File: config.mk
export PLATFORM = sky130hd
export DESIGN_NAME = video_scanlines_flat
export DESIGN_NICKNAME = d
export VERILOG_FILES = /design/src/rtl/video_scanlines_if.sv /design/src/rtl/video_scanlines.sv /design/src/flat_wrapper.sv
export SDC_FILE = /design/constraint.sdc
export NUM_CORES = 1
export LEC_CHECK = 0
export ABC_AREA = 1
export BUFFER_PORTS_ARGS = -buffer_cell sky130_fd_sc_hd__buf_2
export CAP_MARGIN = 20
export CORE_MARGIN = 3
export CORE_UTILIZATION = 30
export CTS_CLUSTER_SIZE = 24
export DETAILED_ROUTE_END_ITERATION = 10
export SYNTH_ARGS = -nofsm -noshare
export SYNTH_HDL_FRONTEND = slang
export SYNTH_SLANG_ARGS = --single-unit
File: constraint.sdc
create_clock -name clk_sys -period 1.7 [get_ports clk_sys]
set_input_delay 0.17 -clock clk_sys [delete_from_list [all_inputs] [get_ports clk_sys]]
set_output_delay 0.17 -clock clk_sys [all_outputs]
set_load 0.02 [all_outputs]
File: src/rtl/video_scanlines_if.sv
// Video stream bundle between the scandoubler side (master) and the scanline stage (slave).
// Carries scan_alt only when SCANLINES_ALT_EN is defined.
interface video_scanlines_if #(
    parameter int DW = 8
);
    logic          ce_pix;
    logic [1:0]    scanlines;
`ifdef SCANLINES_ALT_EN
    logic          scan_alt;
`endif
    logic          hs_in;
    logic          vs_in;
    logic          hb_in;
    logic          vb_in;
    logic [DW-1:0] r_in;
    logic [DW-1:0] g_in;
    logic [DW-1:0] b_in;
    logic          hs_out;
    logic          vs_out;
    logic          hb_out;
    logic          vb_out;
    logic [DW-1:0] r_out;
    logic [DW-1:0] g_out;
    logic [DW-1:0] b_out;

    modport master (
`ifdef SCANLINES_ALT_EN
        output scan_alt,
`endif
        output ce_pix, scanlines, hs_in, vs_in, hb_in, vb_in, r_in, g_in, b_in,
        input  hs_out, vs_out, hb_out, vb_out, r_out, g_out, b_out
    );

    modport slave (
`ifdef SCANLINES_ALT_EN
        input  scan_alt,
`endif
        input  ce_pix, scanlines, hs_in, vs_in, hb_in, vb_in, r_in, g_in, b_in,
        output hs_out, vs_out, hb_out, vb_out, r_out, g_out, b_out
    );
endinterface

File: src/rtl/video_scanlines.sv
// CRT scanline emulation: darkens every second doubled-rate line, 2 ce_pix latency on all outputs.
// Optional SCANLINES_ALT_EN swaps dark/bright line parity every frame when scan_alt=1.
module video_scanlines #(
    parameter int DW = 8
) (
    input  logic             clk_sys,
    input  logic             reset,
    video_scanlines_if.slave vid
);
    typedef struct packed {
        logic          hs;
        logic          vs;
        logic          hb;
        logic          vb;
        logic [DW-1:0] r;
        logic [DW-1:0] g;
        logic [DW-1:0] b;
    } pix_t;

    pix_t       s1_q, s1_d;
    pix_t       out_q, out_d;
    logic       dark_q, dark_d;
    logic [1:0] mode_q, mode_d;
    logic       vs_rise, hs_rise, frame_par;
`ifdef SCANLINES_ALT_EN
    logic       par_q, par_d;
`endif

    function automatic logic [DW-1:0] dim(input logic [DW-1:0] c, input logic [1:0] m);
        case (m)
            2'd1:    dim = c - (c >> 2);
            2'd2:    dim = c >> 1;
            2'd3:    dim = c >> 2;
            default: dim = c;
        endcase
    endfunction

    always_comb begin
        // NOTE: every next-state value starts as its hold value, so no branch can infer a latch.
        s1_d   = s1_q;
        out_d  = out_q;
        dark_d = dark_q;
        mode_d = mode_q;
`ifdef SCANLINES_ALT_EN
        par_d     = par_q;
        frame_par = vid.scan_alt ? ~par_q : 1'b0;
`else
        frame_par = 1'b0;
`endif
        vs_rise = vid.vs_in & ~s1_q.vs;
        hs_rise = vid.hs_in & ~s1_q.hs;

        if (vid.ce_pix) begin
            s1_d = '{hs: vid.hs_in, vs: vid.vs_in, hb: vid.hb_in, vb: vid.vb_in,
                     r: vid.r_in, g: vid.g_in, b: vid.b_in};

            // vsync restarts the line parity and wins over a coincident hsync edge.
            if (vs_rise) begin
                mode_d = vid.scanlines;
                dark_d = frame_par;
`ifdef SCANLINES_ALT_EN
                par_d  = frame_par;
`endif
            end else if (hs_rise) begin
                dark_d = ~dark_q;
            end

            // dark_q already reflects the line that the pixel held in s1 belongs to.
            out_d = s1_q;
            if (s1_q.hb | s1_q.vb) begin
                out_d.r = '0;
                out_d.g = '0;
                out_d.b = '0;
            end else if (dark_q && (mode_q != 2'd0)) begin
                out_d.r = dim(s1_q.r, mode_q);
                out_d.g = dim(s1_q.g, mode_q);
                out_d.b = dim(s1_q.b, mode_q);
            end
        end
    end

    // NOTE: non-blocking assignments so every register samples the same pre-edge values.
    always_ff @(posedge clk_sys) begin
        if (reset) begin
            s1_q   <= '0;
            out_q  <= '0;
            dark_q <= 1'b0;
            mode_q <= 2'd0;
`ifdef SCANLINES_ALT_EN
            par_q  <= 1'b0;
`endif
        end else begin
            s1_q   <= s1_d;
            out_q  <= out_d;
            dark_q <= dark_d;
            mode_q <= mode_d;
`ifdef SCANLINES_ALT_EN
            par_q  <= par_d;
`endif
        end
    end

    assign vid.hs_out = out_q.hs;
    assign vid.vs_out = out_q.vs;
    assign vid.hb_out = out_q.hb;
    assign vid.vb_out = out_q.vb;
    assign vid.r_out  = out_q.r;
    assign vid.g_out  = out_q.g;
    assign vid.b_out  = out_q.b;
endmodule

File: src/flat_wrapper.sv
// flat-port wrapper written by rule: the top's interface ports become plain ports
module video_scanlines_flat 
#(
    parameter int DW = 8
)
  (clk_sys, reset, vid_ce_pix, vid_scanlines, vid_hs_in, vid_vs_in, vid_hb_in, vid_vb_in, vid_r_in, vid_g_in, vid_b_in, vid_hs_out, vid_vs_out, vid_hb_out, vid_vb_out, vid_r_out, vid_g_out, vid_b_out);
  video_scanlines_if #(.DW(DW)) vid_i ();
  input  logic clk_sys;
  input  logic reset;
  input wire logic [$bits(vid_i.ce_pix)-1:0] vid_ce_pix;
  input wire logic [$bits(vid_i.scanlines)-1:0] vid_scanlines;
  input wire logic [$bits(vid_i.hs_in)-1:0] vid_hs_in;
  input wire logic [$bits(vid_i.vs_in)-1:0] vid_vs_in;
  input wire logic [$bits(vid_i.hb_in)-1:0] vid_hb_in;
  input wire logic [$bits(vid_i.vb_in)-1:0] vid_vb_in;
  input wire logic [$bits(vid_i.r_in)-1:0] vid_r_in;
  input wire logic [$bits(vid_i.g_in)-1:0] vid_g_in;
  input wire logic [$bits(vid_i.b_in)-1:0] vid_b_in;
  output wire logic [$bits(vid_i.hs_out)-1:0] vid_hs_out;
  output wire logic [$bits(vid_i.vs_out)-1:0] vid_vs_out;
  output wire logic [$bits(vid_i.hb_out)-1:0] vid_hb_out;
  output wire logic [$bits(vid_i.vb_out)-1:0] vid_vb_out;
  output wire logic [$bits(vid_i.r_out)-1:0] vid_r_out;
  output wire logic [$bits(vid_i.g_out)-1:0] vid_g_out;
  output wire logic [$bits(vid_i.b_out)-1:0] vid_b_out;
  assign vid_i.ce_pix = vid_ce_pix;
  assign vid_i.scanlines = vid_scanlines;
  assign vid_i.hs_in = vid_hs_in;
  assign vid_i.vs_in = vid_vs_in;
  assign vid_i.hb_in = vid_hb_in;
  assign vid_i.vb_in = vid_vb_in;
  assign vid_i.r_in = vid_r_in;
  assign vid_i.g_in = vid_g_in;
  assign vid_i.b_in = vid_b_in;
  assign vid_hs_out = vid_i.hs_out;
  assign vid_vs_out = vid_i.vs_out;
  assign vid_hb_out = vid_i.hb_out;
  assign vid_vb_out = vid_i.vb_out;
  assign vid_r_out = vid_i.r_out;
  assign vid_g_out = vid_i.g_out;
  assign vid_b_out = vid_i.b_out;
  video_scanlines #(.DW(DW)) u_core (.clk_sys(clk_sys), .reset(reset), .vid(vid_i));
endmodule
==> flow_summary_export.csv, run 1 <==
group,metric,value,unit
sta,period_needed,1680,ps
global_routing,grtUsageTotal,17.2,%
floorplanning,io-pin-count,61,
cts,path_clk_slew,50,ps
cts,cts_buffers,9,
route,wl_per_cell,14.5,um
sta,hold_viol,0,
setup_path,crit_family,"adder cells",
route,viasPerCell,4.92,
global_routing,grt_max_degree,59,
setup_path,critPathLaunchType,"flip-flop",
sta,tightest_slew,354,ps
setup_path,rr_startpoint,"u_core.s1_q[16]",
setup_path,path_cells,"inv_2 > ha_4 > inv_2 > fa_2 > or2_4 > nand3_2 > o2111ai_1 > o211ai_1 > a21oi_1",
sta,finalCritPeriodShare,98.6,%
min_path,whs_path_depth,3,
cts,cts_tree,"yes",
sta,timing.hold.ws,59.9,ps
setup_path,cpMostUsedCell,"inv_2",
sta,slew_headroom,76.4,%
setup_path,r2r_cells,9,
setup_path,critPathKind,"reg -> reg",
yosys,synth_top_area_cell,"dfxtp_1",
cts,cts_buffer_depth,2,
yosys,synth_ff_type,"dfxtp_1",
min_path,holdCritPathClass,"in -> reg",
sta,setup_violations,0,
setup_path,path_max_fanout,4,
setup_path,path_buf_inv,2,
setup_path,worstReg2RegEnd,"u_core.vid.r_out[2]",
cts,insertion_delay,340,ps
route,drt-pass1-iter-count,7,
setup_path,worstPathRequired,1910,ps
floorplanning,die_h,115,um
cells_and_area,finalNetCount,677,
setup_path,r2r_slack,20,ps
outcome,status,"finished clean",
pwr,p_leak,0.00225,uW
yosys,ys_top_cells_by_area,"dfxtp_1 33%, nand2_1 13%, a21oi_1 8.7%",
setup_path,critPathLaunch,"u_core.s1_q[16]",
cells_and_area,final_layout_size_suffix_gt1_share,35.4,%
yosys,synth_fp_nets,567,
route,drt_iter0_drc,174,
global_routing,grt_antenna_before_repair,0,
floorplanning,die_w,115,um
placed_design,dp_hpwl,7710,um
cells_and_area,num_antenna_cells,0,
floorplanning,fp-row-count,39,
yosys,async_flop_share,0,%
floorplanning,core_area,11500,um^2
flow_run,cap_viol_max_count,0,
pwr,ir_worst_vdd,0.398,mV
sta,maxSlewViolCount,0,
global_routing,grt_pass1_vias,3782,
placed_design,place.gp.congestion,0.897,
cts,hold_buffers,0,
pwr,report.power.total,4500,uW
route,drc,0,
global_routing,grt_pass1_wl,17900,um
floorplanning,die-area,13200,um^2
cts,h-tree-depth,3,
route,finalWirelength,11200,um
sta,fin_tns_setup,0,ps
yosys,syn_inst,513,
cells_and_area,area_growth,42.0,%
global_routing,overflow,0,
yosys,synth-edff-count,0,
route,antenna_left,0,
cells_and_area,utilization,43.8,%
route,vias,3796,
yosys,synthesis.area_per_instance,6.93,um^2
sta,max_freq,597,MHz
setup_path,slowest_stage,"fa_2",
yosys,yosysSeqAreaShare,33.2,%
placed_design,detailed_place.area,4310,um^2
yosys,synth_cell_types,35,
setup_path,crit_path_max_incr_delay,420,ps
cells_and_area,finalInstanceArea,5040,um^2
pwr,power.density,893,nW/um^2
setup_path,critPathCapture,"u_core.vid.r_out[2]",
setup_path,arrival,1890,ps
yosys,yosysTopAreaCellShare,33.2,%
setup_path,cp-end-kind,"flip-flop",
sta,rsz0062_at_grt,"true",
yosys,synth-warning-count,0,
yosys,synth-seq-cells,59,
setup_path,cp.depth,9,
cts,clock-sinks,59,
floorplanning,start_util,30.9,%
placed_design,numPortBuffers,60,
yosys,syn_area,3550,um^2
cts,clk_root_buffer_cell,"clkbuf_16",
sta,fin_skew,4.52,ps
==> per-stage QoR <==
step / setup slack [ps] / std cells
finish: 23.7 / 771
floorplan: 12.4 / 513
global route: -50.3 / 771
detailed placement: -74.8 / 743
CTS: -25.7 / 769
global placement: -21.4 / 743
==> placed cells by master (no fill, tap or decap), types with 2 or more instances in the layout <==
cell	instances
clkinv_2	3
fa_2	3
nand3_1	27
or2_4	3
buf_2	60
dfxtp_2	10
dfxtp_4	3
nor3_1	3
dfxtp_1	46
o2111ai_1	3
o21ai_2	8
o211ai_1	6
inv_2	8
a221oi_1	2
o221ai_2	3
nand2_1	121
nand3_2	10
nand4_1	6
clkbuf_16	9
a21oi_1	59
o21ai_0	43
nand2_2	7
buf_12	3
a21oi_2	4
buf_6	2
o21ai_1	8
nor2_1	30
buf_4	57
nand2_4	2
ha_4	17
o2111ai_2	2
inv_1	47
==> registers in the layout, indices dropped and copies added (netlist names) <==
signal and cells:
u_core.vid.b_out 8, u_core.vid.hs_out 1, u_core.vid.r_out 8, u_core.vid.hb_out 1
u_core.mode_q 2, u_core.dark_q 1, u_core.vid.vb_out 1, u_core.s1_q 28
u_core.vid.g_out 8, u_core.vid.vs_out 1
==> cells in the mapped netlist, types with 3 or more instances <==
| master | instances |
|---|---|
| nand3_1 | 37 |
| nand4_1 | 6 |
| o21ai_1 | 7 |
| or2_2 | 3 |
| a21oi_1 | 62 |
| o21ai_2 | 6 |
| o21ai_0 | 46 |
| nand2_1 | 125 |
| clkbuf_1 | 12 |
| nand2_2 | 3 |
| o211ai_1 | 6 |
| inv_1 | 55 |
| buf_2 | 5 |
| fa_1 | 3 |
| o2111ai_1 | 4 |
| dfxtp_1 | 59 |
| nor2_1 | 30 |
| ha_1 | 18 |
| nor3_1 | 4 |
==> cell families (layout without fill, tap and decap cells) <==
| logic type | Yosys count | after routing | share of synthesized area [%] |
|---|---|---|---|
| compound gates | 141 | 141 | 23.0 |
| fa+ha+maj | 21 | 21 | 8.03 |
| buf+inv | 79 | 194 | 9.96 |
| flops | 59 | 59 | 33.2 |
| simple gates | 213 | 213 | 25.8 |
==> repair_timing <==
action,CTS,global route
pin swaps,9,24
cloned,0,0
gates resized for setup,20,61
setup endpoints to repair,8,19
setup buffers,10,3
==> metal layers <==
layer / up-vias / global-route usage (%) / routed length [um]
met5: - / 0 / 0
met2: 96 / 27.6 / 5340
met1: 1746 / 21.6 / 5040
met4: 0 / 6.89 / 142
li1: 1943 / - / -
met3: 11 / 5.05 / 639
==> power by group <==
group	internal, uW	switching, uW
clock	1170	665
sequential	1470	69.7
combinational	501	633
total	3140	1370
==> how the worst min path moves through the flow <==
stage                           startpoint               end
after CTS                      vid_r_in[1]   u_core.s1_q[17]
after floorplan                vid_r_in[2]   u_core.s1_q[18]
after global placement    vid_scanlines[1]  u_core.mode_q[1]
final                          vid_r_in[2]   u_core.s1_q[18]
after detailed placement       vid_r_in[1]   u_core.s1_q[17]
after global routing           vid_r_in[2]   u_core.s1_q[18]
==> tightest hold or removal path, cell delays in order <==
cell and delay [ps]:
buf_2 80, nor2_1 40, nor2_1 80
==> area by class of cell <==
type	instances	area (um^2)
Inverter	56	213
Sequential cell	59	1200
Clock buffer	11	243
Fill cell	1174	6470
Tap cell	143	179
Multi-Input combinational cell	375	2340
Timing Repair Buffer	122	811
Clock inverter	5	52.6
Power figures use the tool's default switching activity.
==> inputs of run 2 (changes only) <==
--- a/config.mk
+++ b/config.mk
@@ -8,6 +8,7 @@
 export ABC_AREA = 1
 export BUFFER_PORTS_ARGS = -buffer_cell sky130_fd_sc_hd__buf_2
 export CAP_MARGIN = 20
+export CORE_ASPECT_RATIO = 0.6
 export CORE_MARGIN = 3
 export CORE_UTILIZATION = 30
 export CTS_CLUSTER_SIZE = 24
==> run 2 against run 1 <==
  * The flow now finishes with violations (setup timing)
  * Highest routed layer unchanged
  * Core utilization is 0.48 points higher
  * Sequential power hardly changed
  * Combinational power hardly changed
  * Critical path depth is 3 higher
  * Count of clock-buffer cells in the layout stayed put
==> flow_summary_export.csv, run 2 (same netlist as run 1, synthesis figures left out) <==
group,metric,value,unit
global_routing,busiest_layer,"met1",
outcome,violations,"setup timing",
setup_path,arrival,2070,ps
cells_and_area,final_layout_size_suffix_gt1_share,35.4,%
cells_and_area,layout_common_cells,"122 x nand2_1, 64 x buf_4, 60 x buf_2",
min_path,holdCritPathClass,"in -> reg",
placed_design,place.gp.congestion,0.907,
cells_and_area,regMostFlops,"u_core.s1_q",
cts,cts_buffers,9,
cells_and_area,finalInstanceArea,5050,um^2
setup_path,critPathLaunch,"u_core.s1_q[0]",
floorplanning,core_area,11400,um^2
floorplanning,die-area,13200,um^2
pwr,power.density,947,nW/um^2
setup_path,cpMostUsedCell,"buf_4",
setup_path,path_max_fanout,2,
global_routing,grt_pass1_vias,3891,
sta,hold_viol,0,
setup_path,slowest_stage,"dfxtp_2",
cts,clk_root_buffer_cell,"clkbuf_16",
pwr,report.power.total,4790,uW
cells_and_area,area_growth,42.2,%
route,drc,0,
sta,period_needed,1810,ps
route,vias,3888,
sta,max_freq,552,MHz
sta,fin_skew,7.15,ps
cts,cts_tree,"yes",
setup_path,path_cells,"inv_2 > buf_4 > buf_4 > buf_4 > buf_4 > buf_4 > buf_4 > buf_4 > buf_4 > buf_4 > buf_4 > a21oi_2",
floorplanning,die_w,147,um
floorplanning,fp-row-count,30,
setup_path,rr_startpoint,"u_core.s1_q[0]",
setup_path,crit_family,"buffers and inverters",
global_routing,grt_pass1_wl,19500,um
sta,rsz0062_at_grt,"true",
cells_and_area,finalNetCount,682,
global_routing,grt_antenna_before_repair,0,
setup_path,worstPathRequired,1960,ps
sta,timing.hold.ws,65.2,ps
route,drt-pass1-iter-count,5,
sta,maxSlewViolCount,0,
route,viasPerCell,4.90,
cts,clock-sinks,59,
global_routing,grt_use_met1,27.4,%
setup_path,critPathKind,"reg -> reg",
pwr,ir_worst_vdd,0.486,mV
floorplanning,die_h,90.3,um
global_routing,grt_max_degree,64,
sta,finalCritPeriodShare,107,%
setup_path,cp-end-kind,"flip-flop",
placed_design,numPortBuffers,60,
placed_design,dp_hpwl,8580,um
cells_and_area,num_antenna_cells,0,
placed_design,preCtsSetupSlack,-107,ps
sta,fin_ws,-111,ps
setup_path,critPathLaunchType,"flip-flop",
cells_and_area,mostFrequentLayoutCell,"nand2_1",
cts,cts_buffer_depth,2,
sta,setup_violations,5,
route,finalWirelength,12000,um
cts,insertion_delay,340,ps
outcome,status,"finished, violations left",
setup_path,crit_path_max_incr_delay,340,ps
sta,slew_headroom,67.1,%
placed_design,detailed_place.area,4360,um^2
setup_path,path_buf_inv,11,
route,wl_per_cell,15.1,um
floorplanning,start_util,31.1,%
global_routing,grtUsageTotal,18.2,%
route,antenna_left,0,
cells_and_area,largest_reg_flops,28,
global_routing,grt.met2_usage,25.5,%
sta,tightest_slew,493,ps
global_routing,overflow,0,
cts,path_clk_slew,50,ps
cts,h-tree-depth,3,
pwr,p_leak,0.00229,uW
cells_and_area,utilization,44.3,%
floorplanning,io-pin-count,61,
flow_run,cap_viol_max_count,0,
global_routing,met3_usage,5.07,%
min_path,hp-start,"vid_vb_in",
route,drt_iter0_drc,266,
run 2: cell count changes in the layout (fill, tap and decap cells not counted), moves of 4 or more:
cell	previous run	this run
dfxtp_2	10	15
dfxtp_1	46	42
ha_1	1	7
nand3_2	10	6
nand3_1	27	31
ha_4	17	11
buf_4	57	64
run 2: per-layer routing:
layer / part of all wire [%] / up-vias
met4: 1.2 / 0
met3: 7.0 / 17
li1: - / 1961
met2: 40 / 135
met1: 52 / 1775
met5: 0 / -
run 2: area by class of cell:
type                            count  area [um^2]
Fill cell                        1175         6360
Clock inverter                      5          100
Timing Repair Buffer              127          832
Tap cell                          160          200
Inverter                           56          210
Multi-Input combinational cell    375         2260
Sequential cell                    59         1210
Clock buffer                       11          243
run 2: where the power goes:
group	internal, uW	total [uW]	switching (uW)	leakage (uW)
logic	481	1120	638	0.00163
clock network	1470	2120	654	0.000169
registers	1470	1550	77.5	0.000491
total	3420	4790	1370	0.00229
run 2: path summary, 6_finish.rpt:
path | endpoint | slack (ps) | cells past startpoint
hold / removal | u_core.s1_q[24] | 70 | 3
setup / recovery | u_core.s1_q[0] | -110 | 12
setup reg to reg | u_core.s1_q[0] | -110 | 12
hold reg to reg | u_core.vid.g_out[5] | 460 | 2
run 2: metrics by stage:
stage	TNS, ps	instances
2_1_floorplan	0	513
3_5_place_dp	-407	765
4_1_cts	-19.0	791
6_report	-221	793
3_3_place_gp	-84.4	765
5_1_grt	-933	793
run 2: timing repair:
item / in CTS / in global routing
hold buffers: 0 / 0
setup buffers: 10 / 2
gates resized for setup: 23 / 47
endpoints found under the setup margin: 10 / 22
pin swaps: 8 / 12
run 2: tightest hold or removal path: stages:
cell and delay [ps]:
buf_2 80, nor2_1 40, nor2_1 80
==> inputs of run 3 (changes only) <==
--- a/config.mk
+++ b/config.mk
@@ -13,6 +13,7 @@
 export CORE_UTILIZATION = 30
 export CTS_CLUSTER_SIZE = 24
 export DETAILED_ROUTE_END_ITERATION = 10
+export HOLD_SLACK_MARGIN = 0.08
 export SYNTH_ARGS = -nofsm -noshare
 export SYNTH_HDL_FRONTEND = slang
 export SYNTH_SLANG_ARGS = --single-unit
==> constraint.sdc (replaced) <==
create_clock -name clk_sys -period 2.1 [get_ports clk_sys]
set_input_delay 0.21 -clock clk_sys [delete_from_list [all_inputs] [get_ports clk_sys]]
set_output_delay 0.21 -clock clk_sys [all_outputs]
set_load 0.02 [all_outputs]
==> run 3 against run 2 <==
  * The flow now finishes without violations
  * Count of clock-buffer cells in the layout unchanged
  * First-iteration DRC count grew 10%
  * Total power shrank 28%
  * Global-route usage down 2.0 points
  * Setup slack improved by 350 ps
  * Final cell count is 7.1% lower
  * Clock power down 30%
  * Wire length shrank 11%
  * Largest cell class unchanged
==> flow_summary_export.csv, run 3 (same netlist as run 1, synthesis figures left out) <==
group,metric,value,unit
route,antenna_left,0,
setup_path,r2r_cells,9,
route,drc,0,
cells_and_area,fillers,1208,
route,vias,3613,
setup_path,cp-end-kind,"flip-flop",
outcome,status,"finished clean",
placed_design,dp_hpwl,7750,um
global_routing,grtUsageTotal,16.2,%
sta,rsz0062_at_grt,"false",
floorplanning,core_area,11400,um^2
placed_design,numPortBuffers,60,
flow_run,cap_viol_max_count,0,
sta,maxSlewViolCount,0,
route,viasPerCell,4.90,
global_routing,overflow,0,
sta,max_freq,538,MHz
pwr,power.density,795,nW/um^2
floorplanning,fp-row-count,30,
min_path,holdCritPathClass,"in -> reg",
cells_and_area,layout_common_cells,"125 x nand2_1, 62 x a21oi_1, 60 x buf_2",
global_routing,grt_pass1_wl,17200,um
cts,clock-sinks,59,
cells_and_area,largest_reg_flops,28,
cts,hold_buffers,0,
cells_and_area,area_growth,21.5,%
route,wl_per_cell,14.5,um
pwr,ir_worst_vdd,0.380,mV
setup_path,critPathKind,"reg -> reg",
setup_path,path_max_fanout,4,
setup_path,critPathLaunchType,"flip-flop",
sta,fin_tns_setup,0,ps
sta,fin_skew,6.54,ps
cts,post_cts_buffers,0,
floorplanning,die_w,147,um
route,finalWirelength,10700,um
cells_and_area,final_layout_size_suffix_gt1_share,19.1,%
setup_path,r2r_slack,240,ps
setup_path,rr_startpoint,"u_core.s1_q[16]",
floorplanning,die-area,13200,um^2
cells_and_area,finalNetCount,626,
cts,insertion_delay,340,ps
cts,cts_buffers,9,
global_routing,grt_max_degree,54,
global_routing,grt_pass1_vias,3344,
setup_path,critPathLaunch,"u_core.s1_q[16]",
sta,timing.hold.ws,103,ps
sta,hold_viol,0,
sta,slew_headroom,69.7,%
global_routing,grt_use_met1,24.8,%
pwr,report.power.total,3430,uW
min_path,min_to,"u_core.s1_q[25]",
route,drt-pass1-iter-count,5,
cells_and_area,mostFrequentLayoutCell,"nand2_1",
sta,tightest_slew,453,ps
global_routing,busiest_layer,"met1",
cells_and_area,utilization,37.8,%
global_routing,grt_antenna_before_repair,0,
sta,setup_violations,0,
cells_and_area,regMostFlops,"u_core.s1_q",
cts,h-tree-depth,3,
cts,cts_buffer_depth,2,
cts,clk_root_buffer_cell,"clkbuf_16",
setup_path,worstReg2RegEnd,"u_core.vid.r_out[2]",
floorplanning,die_h,90.3,um
placed_design,place.gp.congestion,0.933,
cts,cts_tree,"yes",
global_routing,met3_usage,5.37,%
min_path,whs_path_depth,3,
cells_and_area,num_antenna_cells,0,
floorplanning,start_util,31.1,%
route,drt_iter0_drc,293,
floorplanning,io-pin-count,61,
setup_path,arrival,2070,ps
min_path,hp-start,"vid_hb_in",
cts,cts_resized,0,
cts,path_clk_slew,50,ps
global_routing,grt.met2_usage,21.6,%
sta,period_needed,1860,ps
setup_path,worstPathRequired,2310,ps
pwr,p_leak,0.00196,uW
sta,finalCritPeriodShare,88.5,%
## run 3: changes by cell type in the layout (fill, tap and decap cells not counted), sizes merged
| cell | delta |
|---|---|
| clkinvlp | +1 |
| bufinv | -2 |
| buf | -56 |
| clkinv | +1 |
## run 3: layer usage
layer  wire length (um)  vias up
met5                  0        -
met4                 91        0
met3                850       12
met2               4020      137
met1               5760     1624
li1                   -     1840
## run 3: worst max path at each step
stage                           to  slack, ps  cells past startpoint
2_1_floorplan  u_core.vid.r_out[2]        310                      8
3_3_place_gp   u_core.vid.r_out[2]        280                      9
3_5_place_dp   u_core.vid.r_out[2]        240                      9
4_1_cts        u_core.vid.r_out[2]        240                      9
5_1_grt        u_core.vid.r_out[2]         70                      9
6_report       u_core.vid.r_out[2]        240                      9
## run 3: area by class of cell
| class | count | area, um^2 | share of cell area, % |
|---|---|---|---|
| Sequential cell | 59 | 1180 | 27.4 |
| Clock inverter | 5 | 52.6 | 1.22 |
| Tap cell | 160 | 200 | 4.64 |
| Inverter | 56 | 210 | 4.87 |
| Clock buffer | 11 | 243 | 5.62 |
| Multi-Input combinational cell | 375 | 2020 | 46.9 |
| Timing Repair Buffer | 71 | 408 | 9.45 |
## run 3: worst max-delay path: stages, from the launching register on
cell       delay (ps)
dfxtp_1           300
inv_1              70
ha_1              140
inv_1              70
fa_1              480
or2_2             310
nand3_1            70
o2111ai_1         100
o211ai_1          100
a21oi_1            80
## run 3: power breakdown
group | switching (uW) | total (uW) | internal (uW)
clock network | 544 | 1490 | 944
registers | 62.7 | 1250 | 1190
logic | 445 | 695 | 250
total | 1050 | 3430 | 2380
## run 3: metrics by stage
stage	std cells	instance area [um^2]	setup slack, ps
finish	737	4320	241
global route	737	4320	74.5
CTS	737	4320	236
detailed placement	721	4020	238
global placement	721	4020	282
floorplan	513	3550	313
